$ cat config.mk
export PLATFORM = sky130hd
export DESIGN_NAME = ascon_rc_sched
export DESIGN_NICKNAME = d
export VERILOG_FILES = /design/src/rtl/ascon_pkg.sv /design/src/rtl/ascon_rc_lane.sv /design/src/rtl/ascon_rc_sched.sv
export SDC_FILE = /design/constraint.sdc
export NUM_CORES = 1
export LEC_CHECK = 0
export BUFFER_PORTS_ARGS = -buffer_cell sky130_fd_sc_hd__buf_2
export CAP_MARGIN = 25
export CORE_MARGIN = 1.5
export CORE_UTILIZATION = 40
export DETAILED_ROUTE_END_ITERATION = 12
export HOLD_SLACK_MARGIN = 0.08
export PLACE_DENSITY = 0.56
export SETUP_SLACK_MARGIN = 0.2
export SLEW_MARGIN = 0
export SYNTH_ARGS = -nofsm -noshare
export SYNTH_HDL_FRONTEND = slang
export SYNTH_HIERARCHICAL = 1
export SYNTH_SLANG_ARGS = --single-unit
$ cat constraint.sdc
create_clock -name clk -period 5.6 [get_ports clk]
set_input_delay 0.28 -clock clk [delete_from_list [all_inputs] [get_ports clk]]
set_output_delay 0.28 -clock clk [all_outputs]
set_load 0.02 [all_outputs]
$ cat src/rtl/ascon_pkg.sv
// ascon_pkg
// Shared constants and helpers for the Ascon round-constant scheduler.
//   - round-count limits and the legal round counts (6, 8, 12)
//   - scheduler state encoding
//   - ascon_rc(): constant for table index i, (0xF0 - 15*i) mod 256
//   - rounds_legal(): is a requested round count supported
package ascon_pkg;

    localparam int          ASCON_MAX_ROUNDS = 12;
    localparam int          ROUND_W          = 4;
    localparam logic [7:0]  RC_BASE          = 8'hF0;
    localparam logic [7:0]  RC_STEP          = 8'h0F;

    localparam logic [ROUND_W-1:0] ROUNDS_6  = 4'd6;
    localparam logic [ROUND_W-1:0] ROUNDS_8  = 4'd8;
    localparam logic [ROUND_W-1:0] ROUNDS_12 = 4'd12;

    typedef enum logic [0:0] {
        ST_IDLE = 1'b0,
        ST_RUN  = 1'b1
    } sched_state_t;

    // 8-bit modular arithmetic gives the wrap-around of the constant table.
    function automatic logic [7:0] ascon_rc(input logic [ROUND_W-1:0] idx);
        logic [7:0] prod;
        prod = {4'b0000, idx} * RC_STEP;
        return RC_BASE - prod;
    endfunction

    function automatic logic rounds_legal(input logic [ROUND_W-1:0] r);
        return (r == ROUNDS_6) || (r == ROUNDS_8) || (r == ROUNDS_12);
    endfunction

endpackage

$ cat src/rtl/ascon_rc_lane.sv
// ascon_rc_lane
// One lane of the constant generator: returns the round constant for the
// given table index, or 0x00 when the lane carries no real round (so an
// out-of-range index never reaches the table).
//   idx   in  ROUND_W  table index for this lane
//   valid in  1        lane carries a real round
//   rc    out 8        constant or 0x00
module ascon_rc_lane
    import ascon_pkg::*;
(
    input  logic [ROUND_W-1:0] idx,
    input  logic               valid,
    output logic [7:0]         rc
);

    // Constant lookup gated by the lane mask.
    always_comb begin
        rc = 8'h00;
        if (valid) begin
            rc = ascon_rc(idx);
        end else begin
            rc = 8'h00;
        end
    end

endmodule

$ cat src/rtl/ascon_rc_sched.sv
// ascon_rc_sched
// Sequential round-constant scheduler for the Ascon permutation. After a
// start request it streams ceil(r/UNROLL) beats of UNROLL constants each to
// the round datapath over valid/ready, then pulses done_o.
//   clk, rst        clock, synchronous active-high reset
//   start_i         request a schedule (IDLE only)
//   rounds_i        round count 6/8/12, others fall back to DEFAULT_ROUNDS
//   abort_i         cancel a running schedule
//   busy_o          scheduler in RUN
//   rc_valid_o      beat valid
//   rc_ready_i      datapath accepts the beat
//   rc_o            UNROLL constants, lane k at [8k+7:8k]
//   lane_mask_o     lane k carries a real round
//   last_o          current beat is the final group
//   done_o          one-cycle pulse after the final beat is accepted
//   cfg_err_o       last accepted start used an illegal rounds_i
// All outputs are registers; their next values are derived from the next
// state so the outputs never depend combinationally on rc_ready_i.
module ascon_rc_sched
    import ascon_pkg::*;
#(
    parameter int UNROLL         = 1,
    parameter int DEFAULT_ROUNDS = 12
) (
    input  logic                  clk,
    input  logic                  rst,
    input  logic                  start_i,
    input  logic [ROUND_W-1:0]    rounds_i,
    input  logic                  abort_i,
    output logic                  busy_o,
    output logic                  rc_valid_o,
    input  logic                  rc_ready_i,
    output logic [8*UNROLL-1:0]   rc_o,
    output logic [UNROLL-1:0]     lane_mask_o,
    output logic                  last_o,
    output logic                  done_o,
    output logic                  cfg_err_o
);

    generate
        if (UNROLL < 1 || UNROLL > 4) begin : g_bad_unroll
            $error("ascon_rc_sched: UNROLL must be in 1..4");
        end
    endgenerate

    localparam logic [ROUND_W-1:0] UNROLL_W  = ROUND_W'(UNROLL);
    localparam logic [ROUND_W-1:0] DEFAULT_W = ROUND_W'(DEFAULT_ROUNDS);
    localparam logic [ROUND_W-1:0] MAX_W     = ROUND_W'(ASCON_MAX_ROUNDS);

    sched_state_t          state_r, state_s;
    logic [ROUND_W-1:0]    idx_r, idx_s;
    logic [ROUND_W-1:0]    rem_r, rem_s;
    logic                  cfg_err_s;
    logic                  done_s;
    logic [ROUND_W-1:0]    rsel_s;
    logic [ROUND_W-1:0]    step_s;
    logic                  run_s;
    logic [8*UNROLL-1:0]   rc_s;
    logic [UNROLL-1:0]     mask_s;
    logic                  last_s;

    // Next-state, counter and handshake decisions.
    always_comb begin
        state_s   = state_r;
        idx_s     = idx_r;
        rem_s     = rem_r;
        cfg_err_s = cfg_err_o;
        done_s    = 1'b0;
        rsel_s    = rounds_legal(rounds_i) ? rounds_i : DEFAULT_W;
        step_s    = (rem_r < UNROLL_W) ? rem_r : UNROLL_W;
        case (state_r)
            ST_IDLE: begin
                // abort_i blocks a simultaneous start_i.
                if (start_i && !abort_i) begin
                    idx_s     = MAX_W - rsel_s;
                    rem_s     = rsel_s;
                    cfg_err_s = !rounds_legal(rounds_i);
                    state_s   = ST_RUN;
                end else begin
                    state_s   = ST_IDLE;
                end
            end
            ST_RUN: begin
                // Abort wins over a transfer in the same cycle.
                if (abort_i) begin
                    state_s = ST_IDLE;
                    idx_s   = '0;
                    rem_s   = '0;
                end else if (rc_ready_i) begin
                    idx_s = idx_r + UNROLL_W;
                    rem_s = rem_r - step_s;
                    if (last_o) begin
                        state_s = ST_IDLE;
                        done_s  = 1'b1;
                    end else begin
                        state_s = ST_RUN;
                    end
                end else begin
                    state_s = ST_RUN;
                end
            end
            default: begin
                state_s = ST_IDLE;
                idx_s   = '0;
                rem_s   = '0;
            end
        endcase
    end

    assign run_s  = (state_s == ST_RUN);
    assign last_s = run_s && (rem_s <= UNROLL_W);

    generate
        for (genvar k = 0; k < UNROLL; k++) begin : g_lane
            assign mask_s[k] = run_s && (ROUND_W'(k) < rem_s);
            ascon_rc_lane u_lane (
                .idx   (idx_s + ROUND_W'(k)),
                .valid (mask_s[k]),
                .rc    (rc_s[8*k +: 8])
            );
        end
    endgenerate

    // State, counters and registered outputs.
    always_ff @(posedge clk) begin
        if (rst) begin
            state_r     <= ST_IDLE;
            idx_r       <= '0;
            rem_r       <= '0;
            busy_o      <= 1'b0;
            rc_valid_o  <= 1'b0;
            rc_o        <= '0;
            lane_mask_o <= '0;
            last_o      <= 1'b0;
            done_o      <= 1'b0;
            cfg_err_o   <= 1'b0;
        end else begin
            state_r     <= state_s;
            idx_r       <= idx_s;
            rem_r       <= rem_s;
            busy_o      <= run_s;
            rc_valid_o  <= run_s;
            rc_o        <= rc_s;
            lane_mask_o <= mask_s;
            last_o      <= last_s;
            done_o      <= done_s;
            cfg_err_o   <= cfg_err_s;
        end
    end

endmodule

=== Yosys cells after proc, flatten, opt, wreduce, memory -nomap -nowiden ===
Index checks and enable logic that the tools add are counted.
Widths: inputs -> output; s select.

* Memories kept: 0
* Bits in latches: 0
* Register bits after elaboration: 21
* Output and inout bits: 14
* Memory bits (writable): 0
* Bits in read-only memories: 0
* Word-level logic and storage cells: 48

* Divide/modulo/power cells: 0
* Multipliers: 1
* Shift operators: 0
* Equality and inequality tests: 3
* Add/subtract/negate cells: 4
* $lt $le $gt $ge: 3
* Reductions and logical operators: 10
* Bitwise operators: 3
* Mux-type cells: 16

{| class="wikitable"
|+ Operators by type and width
! kind !! number
|-
| $mux 4 || 8
|-
| $pmux 4 s2 || 2
|-
| $eq 4x4->1 const B || 2
|-
| $mul 4x4->8 const B || 1
|-
| $sub 8x8->8 const A || 1
|-
| $mux 1 || 5
|-
| $add 4x1->4 const B || 1
|-
| $eq 4x3->1 const B || 1
|-
| $le 4x1->1 const B || 1
|-
| $lt 1x4->1 const A || 1
|-
| $lt 4x1->1 const B || 1
|-
| $reduce_or 4->1 || 1
|-
| $sub 4x4->4 || 1
|-
| $sub 4x4->4 const A || 1
|-
| $logic_and 1x1->1 || 3
|-
| $not 1->1 || 3
|-
| $logic_not 1->1 || 2
|-
| $logic_or 1x1->1 || 2
|-
| $pmux 1 s2 || 1
|-
| $reduce_and 2->1 || 1
|-
| $reduce_or 2->1 || 1
|}

=== Depth between registers and ports, before layout ===
Gate-level depths: netlist of run 1.

* Depth after elaboration: 10
* Mapped depth: 18

=== Hierarchy ===
The synthesis of run 1 kept the hierarchy.

{| class="wikitable"
|+ By module, submodules not included
! module !! area an instance (µm²) !! times used !! cells an instance !! sequential area each (µm²)
|-
| ascon_rc_sched || 997.2 || 1 || 103 || 420.4
|-
| ascon_rc_lane || 554.3 || 1 || 66 || 0.0
|}

=== Worst setup path before layout of run 1 ===
Ideal clock, no wire load.

* Kind: reg2reg
* Start point: reg state_r
* End point: reg rc_o[6]
* Clock period less this slack: 3.672 ns
* Stages on the path, launching flop included: 16
* Buffers on the path: 1
* Arrival: 3.544 ns
* Data required time: 5.472 ns
* Slack: 1.928 ns
* Cell sequence: dfxtp_1 -> buf_4 -> nor2b_1 -> a22o_1 -> inv_1 -> fa_1 -> inv_1 -> ha_1 -> inv_1 -> ha_1 -> fa_1 -> a21o_1 -> a21oi_2 -> xnor2_1 -> and2_1 -> nor2b_1

* Elaborated cells on any way between the ends: 10
* Classes of those cells: add/sub (1); mul (1); order compare (1); mux (3); bitwise (2); reduce/logical (2)

{| class="wikitable"
|+ RTL lines
! what !! line !! text
|-
| start, declared || ascon_rc_sched.sv:50 || <nowiki>sched_state_t state_r, state_s;</nowiki>
|-
| start signal, assigned || ascon_rc_sched.sv:138 || <nowiki>state_r <= state_s;</nowiki>
|-
| $not 1->1 (no line) || - ||
|-
| $pmux 4 s2 (*) || ascon_rc_sched.sv:71 || <nowiki>case (state_r)</nowiki>
|-
| net idx_s[0] || ascon_rc_sched.sv:51 || <nowiki>logic [ROUND_W-1:0] idx_r, idx_s;</nowiki>
|-
| $mul 4x4->8 (*) || ascon_pkg.sv:26 || <nowiki>prod = {4'b0000, idx} * RC_STEP;</nowiki>
|-
| $sub 8x8->8 (*) || ascon_pkg.sv:27 || <nowiki>return RC_BASE - prod;</nowiki>
|-
| end signal, assigned || ascon_rc_sched.sv:143 || <nowiki>rc_o <= rc_s;</nowiki>
|-
| end, declared || ascon_rc_sched.sv:33 || <nowiki>output logic [8*UNROLL-1:0] rc_o,</nowiki>
|}

The timed path passes the listed nets; every way through them passes the cells marked *.
A chain may end at the register's enable or synchronous reset.

=== Final worst setup path of run 1 ===
* Start point: reg state_r
* End point: reg rc_o[7]

The elaborated chain is that of the path after synthesis.

==> impl_metrics.py, run 1 <==
metrics = {
    "pwr": {
        "leakage_nw": 0.816,
        "vdd_drop_max_mv": 0.110,
        "power_density_nw_per_um2": 217,
    },
    "synthesis": {
        "ys_top_cells_by_area": "dfxtp_1, ha_1, nor2b_1",
        "synth_cell_types": 41,
        "synthDominantCellAreaShare_pct": 27.1,
        "avgSynthCellArea_um2": 9.18,
        "synthFlopType": "dfxtp_1",
        "synth_seq_area_share_pct": 27.1,
        "synth_nets": 205,
        "async_flop_share_pct": 0,
        "synth_edf_count": 0,
        "synth_largest_area_cell": "dfxtp_1",
        "syn_inst": 169,
        "syn_area_um2": 1550,
        "ys_ff_latch": 21,
        "yosysWarnings": 6,
    },
    "critical_path": {
        "cp_cell_sequence": "nor2b_1 -> a22o_1 -> inv_1 -> fa_1 -> inv_1 -> ha_1 -> inv_1 -> ha_1 -> ha_1 -> a211oi_2 -> o21bai_1 -> a21oi_1 -> mux2i_1 -> nor2b_1",
        "start_kind": "flip-flop",
        "worst_path_largest_cell_delay_ns": 0.60,
        "cp.required_ns": 5.79,
        "cp.arrival_ns": 4.16,
        "cpMaxStageDelayCell": "dfxtp_1",
        "path_max_fanout": 12,
        "r2r_cells": 14,
        "worstSetupEndpointType": "flip-flop",
        "critPathKind": "reg -> reg",
        "r2r_slack_ns": 1.63,
    },
    "detailed_routing": {
        "drc": 0,
        "ant_nets": 0,
        "vias": 1154,
        "wire_per_inst_um": 11.5,
        "dr.pass1.iters": 4,
        "routed_wl_um": 2740,
        "via_per_inst": 4.85,
        "first_iter_violations": 31,
    },
    "timing": {
        "rsz0062_at_grt": "false",
        "clock-skew-final_ns": 0.00399,
        "max_freq_mhz": 252,
        "whs_ns": 0.352,
        "worst_slew_pin_slew_ns": 0.558,
        "period_share_pct": 70.9,
        "slew_violations": 0,
        "layout_min_cycle_time_ns": 3.97,
        "relSlewSlack_pct": 62.6,
        "tns_ns": 0,
        "fin_ws_ns": 1.63,
        "hold_viol": 0,
        "setup_viol": 0,
    },
    "run": {
        "cap_violations": 0,
    },
    "global_routing": {
        "grt-ovfl-total": 0,
        "grt_max_degree": 21,
        "grt_pass1_vias": 1144,
        "grt_usage_pct": 14.6,
        "grt_pass1_wl_um": 4920,
        "antenna_found_initial": 0,
    },
    "clock_tree": {
        "clockRootBuffer": "clkbuf_8",
        "clk_latency_ns": 0.26,
        "clock_sinks": 21,
        "cts_buffers": 3,
        "htreeDepth": 1,
        "cts_resized": 0,
        "tritoncts": "done",
        "clk_pin_slew_ns": 0.08,
        "ctsHoldBuffers": 0,
        "post-cts-setup-buffers": 0,
        "ctsLongestPathBuffers": 2,
    },
    "die": {
        "io_pins": 23,
        "fp.coreArea_um2": 3690,
        "die_w_um": 65.3,
        "die_h_um": 65.3,
        "start_util_pct": 42.1,
        "die-area_um2": 4260,
        "rows": 22,
    },
    "cells_and_area": {
        "final_util_pct": 47.2,
        "syn_to_final_growth_pct": 12.2,
        "final_common_cell": "ha_1",
        "layoutNonFillerInstCount": 238,
        "final_cell_mix": "ha_1, buf_2, dfxtp_1",
        "diodes": 0,
        "fin_nets": 227,
        "fillCellCount": 380,
        "drive_gt1_share_pct": 16.8,
        "seq_area_um2": 420,
        "multiInputGateArea_um2": 1030,
    },
    "place": {
        "dpl.cell_count": 234,
        "dp_hpwl_um": 2220,
        "dpl_worst_slack_ns": 1.58,
        "place.gp.congestion": 0.789,
        "place.port_buffers": 22,
    },
    "run_status": {
        "status": "finished clean",
    },
    "hold_path": {
        "holdCritPathClass": "in -> reg",
        "whs_path_depth": 3,
    },
}
-- layout make-up --
cell class,count,area share (%)
clock buffers,3,2.37
clock inverters,1,0.288
inverters,19,4.10
multi-input cells,124,59.3
flip-flops and latches,21,24.2
well taps,48,3.45
repair buffers,22,6.33
-- flip-flops by register name, indices dropped and copies added, names as in the netlist --
name,count
cfg_err_o,1
done_o,1
idx_r,4
lane_mask_o,1
last_o,1
rc_o,8
rem_r,4
state_r,1
-- worst max-delay path, delay by kind of cell (launching register included) --
kind / cells / cell delay [ns]
fa+ha+maj: 4 / 1.48
buf+inv: 3 / 0.23
simple gates: 2 / 0.51
mux: 1 / 0.19
flops: 1 / 0.60
compound gates: 4 / 0.88
-- path summary, 6_finish.rpt --
| check | to | start |
|---|---|---|
| setup / recovery | rc_o[7] | state_r |
| hold / removal | done_o | rc_ready_i |
| setup reg to reg | rc_o[7] | state_r |
| hold reg to reg | done_o | last_o |
-- per-stage QoR --
step / total power [mW] / area [um2]
floorplan: 0.255 / 1550
global placement: 0.280 / 1690
detailed placement: 0.283 / 1690
CTS: 0.382 / 1740
global route: 0.407 / 1740
finish: 0.378 / 1740
-- where the power goes --
part           switching (mW)  internal [mW]  total (mW)
Clock                  0.0491         0.0495      0.0985
Sequential            0.00459          0.156       0.160
Combinational          0.0670         0.0520       0.119
Total                   0.121          0.257       0.378
-- logic make-up (layout without fill, tap and decap cells) --
| logic type | Yosys count | in the layout | synth area share [%] |
|---|---|---|---|
| buffers and inverters | 24 | 45 | 6.37 |
| adders and majority gates | 27 | 27 | 23.2 |
| and+or+nand+nor | 59 | 59 | 23.5 |
| xor gates and xnor gates | 9 | 9 | 5.08 |
| other | 1 | 1 | 0.242 |
| AOI/OAI and AO/OA | 24 | 24 | 11.9 |
| muxes | 4 | 4 | 2.58 |
| DFF | 21 | 21 | 27.1 |
-- cells in the mapped netlist (all sizes together), types with 4 or more instances --
cell     n
inv     19
mux2i    4
dfxtp   21
nor2    13
o21ai    4
and2     6
nor2b   14
nand2    5
a211oi   6
ha      24
xnor2    6
-- routing by layer --
layer / track usage [%] / routed length (um) / up-vias
met2: 23.1 / 1170 / 22
li1: - / - / 607
met4: 5.73 / 39 / 0
met5: 0 / 0 / -
met1: 19.5 / 1440 / 521
met3: 2.74 / 91 / 4
No activity file was read; power rests on OpenSTA's default activity.
==> run 2, diff against run 1 <==
PLACE_DENSITY = 0.59   (was 0.56)
clock period = 3.5 ns   (was 5.6 ns; I/O delays follow)
==> run 2 against run 1 <==
- power rose by 81%
- largest cell class unchanged
- clock skew rose by 0.0012 ns
- combinational power rose by 130%
- sequential share of layout area fell by 2.5 points
==> impl_metrics.py, run 2 (synthesis gave the netlist of run 1 again) <==
metrics = {
    "run_status": {
        "status": "finished clean",
    },
    "detailed_routing": {
        "wire_per_inst_um": 12.1,
        "dr.pass1.iters": 4,
        "drc": 0,
        "vias": 1225,
        "via_per_inst": 4.84,
        "ant_nets": 0,
        "routed_wl_um": 3050,
        "first_iter_violations": 57,
    },
    "global_routing": {
        "grt_max_degree": 21,
        "grt_pass1_wl_um": 5330,
        "grt_usage_pct": 16.1,
        "grt-ovfl-total": 0,
        "antenna_found_initial": 0,
        "grt_pass1_vias": 1252,
    },
    "pwr": {
        "clkPwrFrac_pct": 22.9,
        "power_density_nw_per_um2": 345,
        "comb_power_share_pct": 39.6,
        "p_int_uw": 465,
        "p_switching_uw": 219,
        "p_total_uw": 683,
        "seqPwrFrac_pct": 37.5,
        "vdd_drop_max_mv": 0.133,
        "leakage_nw": 0.899,
        "swShare_pct": 32.0,
    },
    "timing": {
        "setup_viol": 0,
        "slew_violations": 0,
        "max_freq_mhz": 297,
        "hold_viol": 0,
        "layout_min_cycle_time_ns": 3.37,
        "rsz0062_at_grt": "true",
        "worst_slew_pin_slew_ns": 0.556,
        "period_share_pct": 96.3,
        "clock-skew-final_ns": 0.00514,
        "tns_ns": 0,
        "fin_ws_ns": 0.131,
        "relSlewSlack_pct": 62.8,
    },
    "cells_and_area": {
        "fillCellCount": 347,
        "multiInputGateArea_um2": 1150,
        "layoutNonFillerInstCount": 253,
        "drive_gt1_share_pct": 32.7,
        "seq_area_um2": 429,
        "diodes": 0,
        "largest_reg_flops": 8,
        "top_register": "rc_o",
        "reg_top3": "rc_o: 8 flops, idx_r: 4 flops, rem_r: 4 flops",
        "final_cell_mix": "buf_2, dfxtp_1, ha_1",
        "final_common_cell": "buf_2",
        "fin_nets": 242,
        "syn_to_final_growth_pct": 27.8,
    },
    "place": {
        "dpl.cell_count": 249,
        "dp_hpwl_um": 2400,
        "dpl_worst_slack_ns": -0.133,
        "place.port_buffers": 22,
        "place.gp.congestion": 0.787,
    },
    "clock_tree": {
        "clockRootBuffer": "clkbuf_8",
        "ctsLongestPathBuffers": 2,
        "cts_buffers": 3,
        "clock_sinks": 21,
        "ctsHoldBuffers": 0,
        "clk_latency_ns": 0.26,
        "htreeDepth": 1,
        "post-cts-setup-buffers": 0,
        "clk_pin_slew_ns": 0.08,
        "tritoncts": "done",
    },
    "die": {
        "fp.coreArea_um2": 3690,
        "die_h_um": 65.3,
        "io_pins": 23,
        "die-area_um2": 4260,
        "start_util_pct": 42.1,
        "die_w_um": 65.3,
        "rows": 22,
    },
    "critical_path": {
        "path_max_fanout": 4,
        "cp.required_ns": 3.70,
        "cp.arrival_ns": 3.57,
        "start_kind": "flip-flop",
        "worstSetupEndpointType": "flip-flop",
        "critPathKind": "reg -> reg",
    },
    "hold_path": {
        "holdCritPathClass": "in -> reg",
    },
    "run": {
        "cap_violations": 0,
    },
}
## run 2: cell types whose count changed in the layout (fill, tap and decap cells not counted), sizes merged
cell	delta
buf	+15
## run 2: routing by layer
layer | up-vias | part of all wire, % | routed length [um] | GRT usage (%)
li1 | 636 | - | - | -
met1 | 562 | 47 | 1450 | 19.5
met2 | 19 | 47 | 1430 | 27.3
met3 | 8 | 3.1 | 96 | 3.08
met4 | 0 | 2.4 | 74 | 7.81
met5 | - | 0 | 0 | 0
## run 2: critical path, stage by stage (launching register included)
cell and delay [ns]:
dfxtp_4 0.38, ha_4 0.13, nand2_2 0.05, xnor2_1 0.12, a222oi_1 0.39, inv_1 0.12, inv_2 0.09, fa_1 0.42
inv_2 0.08, ha_4 0.19, inv_2 0.06, ha_4 0.20, ha_4 0.23, a211oi_4 0.20, o21bai_1 0.11, a21oi_1 0.17
mux2i_1 0.21, nor2b_2 0.16
## run 2: power by group through the flow
stage               Clock (mW)  Combinational (mW)  Sequential, mW
floorplan                    0               0.147           0.269
global placement             0               0.217           0.261
detailed placement           0               0.222           0.262
CTS                      0.165               0.243           0.256
global route             0.171               0.300           0.258
finish                   0.157               0.270           0.256
## run 2: repair_timing
action | 4_1_cts | 5_1_grt
resized for setup | 8 | 7
pin swaps | 9 | 5
setup endpoints to repair | 4 | 5
## run 2: path summary, 6_finish.rpt
| path | start | endpoint | slack [ns] | cells past startpoint |
|---|---|---|---|---|
| hold reg to reg | last_o | done_o | 0.47 | 2 |
| setup / recovery | idx_r[1] | rc_o[7] | 0.13 | 17 |
| setup reg to reg | idx_r[1] | rc_o[7] | 0.13 | 17 |
| hold / removal | rounds_i[0] | cfg_err_o | 0.28 | 3 |
## run 2: layout make-up
| type | instances | share of cell area (%) |
|---|---|---|
| Multi-Input combinational cell | 124 | 57.8 |
| Sequential cell | 21 | 21.6 |
| Inverter | 19 | 3.60 |
| Clock buffer | 3 | 2.08 |
| Clock inverter | 1 | 0.252 |
| Timing Repair Buffer | 37 | 11.6 |
| Tap cell | 48 | 3.03 |
## run 2: stage by stage
stage	instance area [um2]	hold WS, ns	util (%)
finish	1980	0.279	53.8
floorplan	1600	0.389	-
global route	1980	0.328	53.8
global placement	1850	0.453	50.1
detailed placement	1850	0.464	50.1
CTS	1940	0.278	52.6
==> run 3, diff against run 2 <==
ABC_CLOCK_PERIOD_IN_PS = 3500   (was not set)
BUFFER_PORTS_ARGS = -buffer_cell sky130_fd_sc_hd__buf_4   (was -buffer_cell sky130_fd_sc_hd__buf_2)
SYNTH_HIERARCHICAL = not set   (was 1)
==> run 3 against run 2 <==
- critical path depth unchanged
- clock power fell by 22%
- die area decreased by 8.2%
- fmax rose by 3.6%
- first-iteration DRC count fell by 12%
- global-route usage up 0.26 points
- core utilization increased by 1.3 points
- clock skew fell by 0.0023 ns
- register-to-register slack better by 0.12 ns
- via count decreased by 4.7%
- power is 6.8% lower
==> impl_metrics.py, run 3 <==
metrics = {
    "cells_and_area": {
        "largest_reg_flops": 8,
        "final_util_pct": 55.1,
        "drive_gt1_share_pct": 35.6,
        "diodes": 0,
        "syn_to_final_growth_pct": 30.7,
        "reg_top3": "rc_o: 8 flops, idx_r: 4 flops, rem_r: 4 flops",
        "final_cell_mix": "buf_4, dfxtp_1, nor2_1, inv_1, ha_1",
        "final_common_cell": "buf_4",
        "fin_nets": 222,
        "top_register": "rc_o",
    },
    "hold_path": {
        "holdCritPathClass": "in -> reg",
        "min_from": "rst",
    },
    "clock_tree": {
        "ctsLongestPathBuffers": 2,
        "clk_latency_ns": 0.31,
        "tritoncts": "done",
        "cts_buffers": 3,
        "ctsHoldBuffers": 0,
        "clockRootBuffer": "clkbuf_4",
        "clk_pin_slew_ns": 0.13,
        "clock_sinks": 21,
        "htreeDepth": 1,
    },
    "detailed_routing": {
        "via_per_inst": 4.99,
        "first_iter_violations": 50,
        "routed_wl_um": 2990,
        "drc": 0,
        "ant_nets": 0,
        "wire_per_inst_um": 12.8,
        "vias": 1167,
        "dr.pass1.iters": 4,
    },
    "timing": {
        "relSlewSlack_pct": 60.0,
        "whs_ns": 0.113,
        "max_freq_mhz": 307,
        "hold_viol": 0,
        "worst_slew_pin_slew_ns": 0.599,
        "rsz0062_at_grt": "true",
        "setup_viol": 0,
        "layout_min_cycle_time_ns": 3.25,
        "period_share_pct": 92.9,
        "slew_violations": 0,
        "clock-skew-final_ns": 0.00288,
    },
    "critical_path": {
        "cp_cell_sequence": "ha_4 -> mux2_4 -> nand2_2 -> a21oi_2 -> a21oi_2 -> buf_6 -> inv_4 -> ha_4 -> fa_1 -> ha_1 -> inv_2 -> ha_4 -> o21ai_4 -> o21bai_1 -> a21oi_1 -> xnor2_1 -> nor2_1",
        "cp.required_ns": 3.70,
        "worstSetupEndpointType": "flip-flop",
        "cp.arrival_ns": 3.45,
        "cpMaxStageDelayCell": "fa_1",
        "path_max_fanout": 3,
        "r2r-start": "idx_r[0]",
        "crit_start": "idx_r[0]",
        "worst_path_largest_cell_delay_ns": 0.45,
        "cpMostUsedCell": "ha_4",
        "critPathKind": "reg -> reg",
        "start_kind": "flip-flop",
    },
    "global_routing": {
        "grt_pass1_vias": 1132,
        "antenna_found_initial": 0,
        "grt_max_degree": 13,
        "grt-ovfl-total": 0,
        "grt_usage_pct": 16.4,
        "grt_pass1_wl_um": 5130,
    },
    "synthesis": {
        "async_flop_share_pct": 0,
        "synthDominantCellAreaShare_pct": 29.7,
        "yosysWarnings": 0,
        "avgSynthCellArea_um2": 9.15,
        "synthFlopType": "dfxtp_1",
        "synth_common_cells": "dfxtp_1, ha_1, inv_1",
        "synth_cell_types": 41,
        "ys_ff_latch": 21,
        "synth_seq_area_share_pct": 29.7,
        "syn_area_um2": 1420,
        "synth_nets": 188,
        "syn_inst": 155,
        "synth_edf_count": 0,
        "ys_top_cells_by_area": "dfxtp_1, ha_1, inv_1",
        "synth_largest_area_cell": "dfxtp_1",
    },
    "die": {
        "die-area_um2": 3910,
        "die_w_um": 62.5,
        "rows": 21,
        "die_h_um": 62.5,
        "io_pins": 23,
        "start_util_pct": 42.2,
        "fp.coreArea_um2": 3360,
    },
    "run": {
        "cap_violations": 0,
    },
    "pwr": {
        "vdd_drop_max_mv": 0.161,
        "leakage_nw": 0.851,
        "power_density_nw_per_um2": 344,
    },
    "place": {
        "place.port_buffers": 22,
        "place.gp.congestion": 0.801,
        "dp_hpwl_um": 2320,
    },
    "run_status": {
        "status": "finished clean",
    },
}
==> run 3: cell count changes in the layout (fill, tap and decap cells not counted), sizes merged, moves of 3 or more <==
cell,previous run,this run
a211oi,6,2
nor2b,14,3
mux2i,4,1
ha,24,21
nor3,3,6
nor2,13,17
a22o,3,0
a21oi,3,6
and2,6,0
buf,37,33
==> run 3: layout make-up <==
type                       instances  area (um2)
clock buffer                       3        22.5
multi-input combinational        110        1010
timing repair buffer              33         251
sequential                        21         424
fill                             334        1510
inverter                          20        77.6
clock inverter                     1        5.00
tap                               46        57.6
==> run 3: repair_timing <==
item / 4_1_cts / 5_1_grt
gates resized for setup: 5 / 8
endpoints found under the setup margin: 2 / 2
pin swaps: 4 / 15
buffers inserted: 3 / 1
==> run 3: path summary, 6_finish.rpt <==
check                   to  slack (ns)  depth (start not counted)
hold / removal    idx_r[1]        0.11                          2
hold reg to reg     done_o        0.48                          2
setup / recovery   rc_o[7]        0.25                         17
setup reg to reg   rc_o[7]        0.25                         17
==> run 3: per-stage QoR <==
| stage | setup WS, ns | instances | power (mW) | setup TNS (ns) | cell area, um2 |
|---|---|---|---|---|---|
| 3_3_place_gp | 0.0850 | 226 | 0.481 | 0 | 1740 |
| 2_1_floorplan | 0.217 | 155 | 0.429 | 0 | 1490 |
| 4_1_cts | 0.203 | 233 | 0.616 | 0 | 1800 |
| 5_1_grt | 0.0860 | 234 | 0.686 | 0 | 1850 |
| 6_report | 0.247 | 234 | 0.637 | 0 | 1850 |
| 3_5_place_dp | -0.00207 | 226 | 0.486 | -0.00207 | 1740 |
==> run 3: metal layers <==
layer / share of wire [%] / GRT usage [%] / routed length, um / vias up
met3: 4.7 / 3.78 / 142 / 2
met4: 0.63 / 5.00 / 19 / 0
met2: 45 / 25.4 / 1360 / 25
met5: 0 / 0 / 0 / -
met1: 49 / 22.6 / 1480 / 545
li1: - / - / - / 595
==> run 3: power by group <==
part	total [mW]	leakage (nW)	internal [mW]	switching [mW]
Sequential	0.258	0.172	0.250	0.00765
Combinational	0.257	0.661	0.129	0.128
Clock	0.122	0.0177	0.0426	0.0797
==> run 3: kinds of logic (layout without fill, tap and decap cells) <==
group	Yosys count	count (layout)	synth area share, %
xor gates and xnor gates	10	10	6.18
buffers and inverters	24	57	6.97
adders and majority gates	24	24	22.8
other	1	1	0.265
muxes	2	2	1.50
and+or+nand+nor	47	47	19.0
DFF	21	21	29.7
AOI/OAI and AO/OA	26	26	13.7
==> run 3: critical path, delay by kind of cell (launching register included) <==
| kind | cells | cell delay [ns] |
|---|---|---|
| buffers and inverters | 3 | 0.23 |
| adders and majority gates | 5 | 1.46 |
| muxes | 1 | 0.26 |
| and+or+nand+nor | 2 | 0.12 |
| DFF | 1 | 0.36 |
| xor gates and xnor gates | 1 | 0.14 |
| AOI/OAI and AO/OA | 5 | 0.60 |
